===== src/rtl/bytepad_strip.sv =====
// Receive-side bytepad stripper: checks the left_encode(W) header, forwards the
// len payload bytes with zero latency and consumes and checks the zero padding.
module bytepad_strip #(
    parameter int W     = 8,
    parameter int LEN_W = 16
) (
    input  logic             clk,
    input  logic             rst_n,
    input  logic             start,
    input  logic [LEN_W-1:0] len,
    input  logic [7:0]       in_data,
    input  logic             in_valid,
    output logic             in_ready,
    output logic [7:0]       out_data,
    output logic             out_valid,
    input  logic             out_ready,
    output logic             out_last,
    output logic             busy,
    output logic             done,
    output logic             err_hdr,
    output logic             err_pad
);
    localparam int POS_W = $clog2(W);
    localparam logic [POS_W-1:0] POS_LAST = POS_W'(W - 1);
    localparam logic [7:0]       W_BYTE   = 8'(W);

    typedef enum logic [2:0] {
        S_IDLE,
        S_HDR0,
        S_HDR1,
        S_DATA,
        S_PAD,
        S_DONE
    } state_t;

    state_t           state_reg;
    logic [POS_W-1:0] pos_reg;
    logic [POS_W-1:0] pos_next;
    logic [LEN_W-1:0] cnt_reg;
    logic             err_hdr_reg;
    logic             err_pad_reg;
    logic             accept;
    logic             cnt_is_one;
    logic             block_end;

    assign cnt_is_one = (cnt_reg == LEN_W'(1));
    assign pos_next   = (pos_reg == POS_LAST) ? '0 : pos_reg + POS_W'(1);
    assign block_end  = (pos_next == '0);
    assign accept     = in_valid && in_ready;

    // DATA is a combinational pass-through so the payload sees no extra latency.
    always_comb begin
        in_ready  = 1'b0;
        out_valid = 1'b0;
        out_last  = 1'b0;
        out_data  = 8'h00;
        case (state_reg)
            S_HDR0, S_HDR1, S_PAD: in_ready = 1'b1;
            S_DATA: begin
                in_ready  = out_ready;
                out_valid = in_valid;
                out_last  = cnt_is_one;
                out_data  = in_data;
            end
            default: ;
        endcase
    end

    assign busy    = (state_reg != S_IDLE);
    assign done    = (state_reg == S_DONE);
    assign err_hdr = err_hdr_reg;
    assign err_pad = err_pad_reg;

    always_ff @(posedge clk or negedge rst_n) begin
        if (!rst_n) begin
            state_reg   <= S_IDLE;
            pos_reg     <= '0;
            cnt_reg     <= '0;
            err_hdr_reg <= 1'b0;
            err_pad_reg <= 1'b0;
        end else begin
            if (accept) begin
                pos_reg <= pos_next;
            end
            case (state_reg)
                S_IDLE: begin
                    if (start) begin
                        state_reg   <= S_HDR0;
                        cnt_reg     <= len;
                        pos_reg     <= '0;
                        err_hdr_reg <= 1'b0;
                        err_pad_reg <= 1'b0;
                    end
                end
                S_HDR0: begin
                    if (accept) begin
                        if (in_data != 8'h01) begin
                            err_hdr_reg <= 1'b1;
                            state_reg   <= S_DONE;
                        end else begin
                            state_reg <= S_HDR1;
                        end
                    end
                end
                S_HDR1: begin
                    if (accept) begin
                        if (in_data != W_BYTE) begin
                            err_hdr_reg <= 1'b1;
                            state_reg   <= S_DONE;
                        end else if (cnt_reg == '0) begin
                            state_reg <= block_end ? S_DONE : S_PAD;
                        end else begin
                            state_reg <= S_DATA;
                        end
                    end
                end
                S_DATA: begin
                    if (accept) begin
                        cnt_reg <= cnt_reg - LEN_W'(1);
                        if (cnt_is_one) begin
                            state_reg <= block_end ? S_DONE : S_PAD;
                        end
                    end
                end
                S_PAD: begin
                    if (accept) begin
                        if (in_data != 8'h00) begin
                            err_pad_reg <= 1'b1;
                        end
                        if (block_end) begin
                            state_reg <= S_DONE;
                        end
                    end
                end
                S_DONE:  state_reg <= S_IDLE;
                default: state_reg <= S_IDLE;
            endcase
        end
    end
endmodule


===== config.mk =====
export PLATFORM = sky130hd
export DESIGN_NAME = bytepad_strip
export DESIGN_NICKNAME = d
export VERILOG_FILES = /design/src/rtl/bytepad_strip.sv
export SDC_FILE = /design/constraint.sdc
export NUM_CORES = 1
export LEC_CHECK = 0
export CAP_MARGIN = 15
export CORE_MARGIN = 2
export CORE_UTILIZATION = 44
export DETAILED_ROUTE_END_ITERATION = 8
export GPL_TIMING_DRIVEN = 0
export PLACE_DENSITY = 0.76
export REMOVE_ABC_BUFFERS = 1
export SYNTH_ARGS = -nofsm -noshare
export SYNTH_HDL_FRONTEND = slang
export SYNTH_SLANG_ARGS = --single-unit

===== constraint.sdc =====
create_clock -name clk -period 1.9 [get_ports clk]
set_input_delay 0.475 -clock clk [delete_from_list [all_inputs] [get_ports clk]]
set_output_delay 0.475 -clock clk [all_outputs]
set_load 0.01 [all_outputs]

==> key figures <==
Layout
  • Share of layout cells above drive strength 1: between 30% and 40%
  • Max FFs per register: 16
  • Syn-to-layout area delta: 59.7%
  • Nets: ~330
  • Final Util: between 70 and 80%
  • Filler cell count: around 260
  • Ant. Diodes: 0
  • Final Non-Filler Cells: 340

CTS
  • CTS Sinks: 24
  • Later-pin clock latency in the skew report: between 0.2 and 0.3 ns
  • Maximum clock path buffer count: 2
  • H-tree depth: 1
  • CTS tree: done
  • Clock buffer count from CTS: 3
  • CTS root buffer: clkbuf_8
  • CTS clk-pin slew, worst paths: roughly 0.10 ns

Placement
  • Post-DP HPWL: between 3000 and 4000 um
  • Post-Place Worst Slack: -0.871 ns
  • Post-Place Cells: around 290
  • Number of port buffers: between 40 and 50
  • Global placement routability congestion: just over 0.8

Timing
  • Worst Tran Pin Value: roughly 0.57 ns
  • Count of final max-slew check failures: 0
  • Min Tclk post-route: about 2 ns
  • Max Fclk: 493 MHz
  • Setup-failing EPs final: 3
  • Hold Vio Cnt, Final: 0
  • Clock Skew: ~0.0075 ns
  • Max-slew headroom: 61.9%
  • Crit share post-route: 107%
  • Setup ws final: -0.126 ns
  • Unrepaired setup endpoints after global routing: true

Die
  • I/O Pins: 44
  • Chip Height: roughly 67 um
  • Chip Width: roughly 67 um
  • Std cell rows: 22
  • CORE AREA: approximately 3700 um^2
  • Die area: about 4500 um^2
  • Initial Util: between 40% and 50%

Pwr
  • Comb power frac: roughly 54%
  • PwrDens: around 1200 nW/um^2
  • Design Power: 3.43 mW
  • Peak supply drop: about 0.87 mV
  • Seq pwr share: 32.3%
  • Clock share of power: about 14%
  • Switching part of the total: 43.3%
  • Static leakage: between 1 and 1.5 nW
  • P_int: just under 2 mW
  • Sw Pwr: approximately 1.5 mW

Yosys
  • Synthesized area per cell: 8.33 um^2
  • EDFF count, synth: 0
  • Number of synthesized register bits: 24
  • Cell variety after synth: 52
  • Post-Synthesis Cells: 210
  • Synth Cell Area: ~1700 um^2
  • Top-count cell post-synth: a21oi_1
  • Ys flop type: dfrtp_1
  • Top post-synthesis cells by area: dfrtp_1, a21oi_1, o21ai_0
  • Area fraction of the dominant cell type after synthesis: 34.3%
  • FFs w/ async S/R, synth: 100%
  • Synth cell count leaders: a21oi_1, dfrtp_1, o21ai_0
  • Post-synth top area cell: dfrtp_1
  • YS warnings: 0
  • Sequential fraction of the synthesis area: approximately 34%

Global route
  • First-pass GRT wire length: about 8700 um
  • Total gr overflow: 0
  • Initial antenna violation count: 0
  • Largest net degree at the start of global routing: 25
  • Global Route Usage Sum: approximately 25%
  • Number of global-route vias before repair: between 1,500 and 2,000

Setup path
  • Worst Setup End Kind: output port
  • Critical Path Source Type: flip-flop
  • Setup slack, reg-to-reg: 0 ns
  • Worst r2r path cells: 6
  • Reg2reg start: cnt_reg[6]
  • CP arrival: about 1.6 ns
  • WP data required: between 1 and 1.5 ns
  • Crit path kind: reg2out
  • Max FO, Critical Path: 3
  • Reg2reg end: state_reg[1]

Outcome
  • Violated checks: negative setup slack
  • Status: finished with violations

Routing
  • First-pass detailed-route iteration total: 5
  • Vias: roughly 2,200
  • Iter 0 DRT Violations: 185
  • Drt wl/cell: slightly below 20 um
  • Antenna-violating nets left: 0
  • DRT Wirelength: around 6700 um
  • Drc violations: 0
  • Routed vias/inst: between 6 and 7

Worst hold path
  • Min-Delay Path Class: reg2reg
  • Hold Path Origin: err_hdr
  • Hold path endpoint: err_hdr
  • Hold Path Depth: 2

Flow run
  • Max-cap violation count: 0
## how the worst max path moves through the flow
stage               depth (start not counted)  slack [ns]    startpoint   endpoint
detailed placement                          4       -0.87  state_reg[2]   out_last
global route                                4       -0.21    cnt_reg[6]   out_last
global placement                            4       -0.91  state_reg[2]   out_last
CTS                                         6       -0.15    cnt_reg[1]   out_last
finish                                      4       -0.13    cnt_reg[6]   out_last
floorplan                                   3       -0.02  state_reg[2]  out_valid
## placed cells by master (no fill, tap or decap), drive strengths merged, types with 6 or more instances in the layout
cell and count:
a21oi 26, nand2 17, clkbuf 10, nor3 7, nor4 6, nor2 17
nand3 9, o21ai 21, buf 47, clkdlybuf4s50 22, and2 8, dfrtp 24
## critical path, stage by stage (launching register included)
cell     delay, ns
dfrtp_1       0.45
nor4_4        0.33
nand4_1       0.19
nor2_1        0.16
buf_2         0.15
## final cells by class
type	count	area, um^2	area share, %
inverter	6	27.5	0.986
multi-input combinational	173	1290	46.4
tap	48	60.1	2.15
clock inverter	1	30.0	1.08
clock buffer	3	41.3	1.48
sequential	24	609	21.8
timing repair buffer	85	729	26.1
## per-stage QoR
step | setup TNS (ns) | hold WS, ns | instance area, um^2
after global routing | -0.734 | 0.550 | 2790
after detailed placement | -15.16 | 0.488 | 2190
after floorplan | -0.0439 | 0.179 | 1700
after global placement | -14.59 | 0.483 | 2190
final | -0.236 | 0.516 | 2790
after CTS | -0.369 | 0.507 | 2540
## layer usage
layer | track usage [%] | vias to the layer above | wire length, um
met3 | 2.03 | 30 | 607
met1 | 33.8 | 1070 | 2550
li1 | - | 967 | -
met5 | 0 | - | 0
met2 | 42.1 | 147 | 3350
met4 | 8.67 | 0 | 228
## cell families after synthesis
group	after synthesis	synth area share, %
AND/OR/NAND/NOR	85	27.9
AO/OA/AOI/OAI	77	28.2
flip-flops	24	34.3
buffers and inverters	16	4.22
adder cells (fa/ha/maj)	5	3.58
multiplexers	3	1.79
## power groups by stage
| stage | clock network (mW) | logic (mW) | registers (mW) |
|---|---|---|---|
| 4_1_cts | 0.468 | 1.36 | 1.04 |
| 5_1_grt | 0.490 | 1.96 | 1.13 |
| 3_3_place_gp | 0 | 1.03 | 1.07 |
| 2_1_floorplan | 0 | 0.719 | 1.02 |
| 6_report | 0.478 | 1.85 | 1.11 |
| 3_5_place_dp | 0 | 1.05 | 1.09 |
## what timing repair did
action	4_1_cts	5_1_grt
setup endpoints to repair	35	26
buffers inserted	21	21
cloned	3	0
pin swaps	7	15
hold buffers	0	0
resized for setup	64	39
endpoints found under the hold margin	0	0
Power figures use the tool's default switching activity.
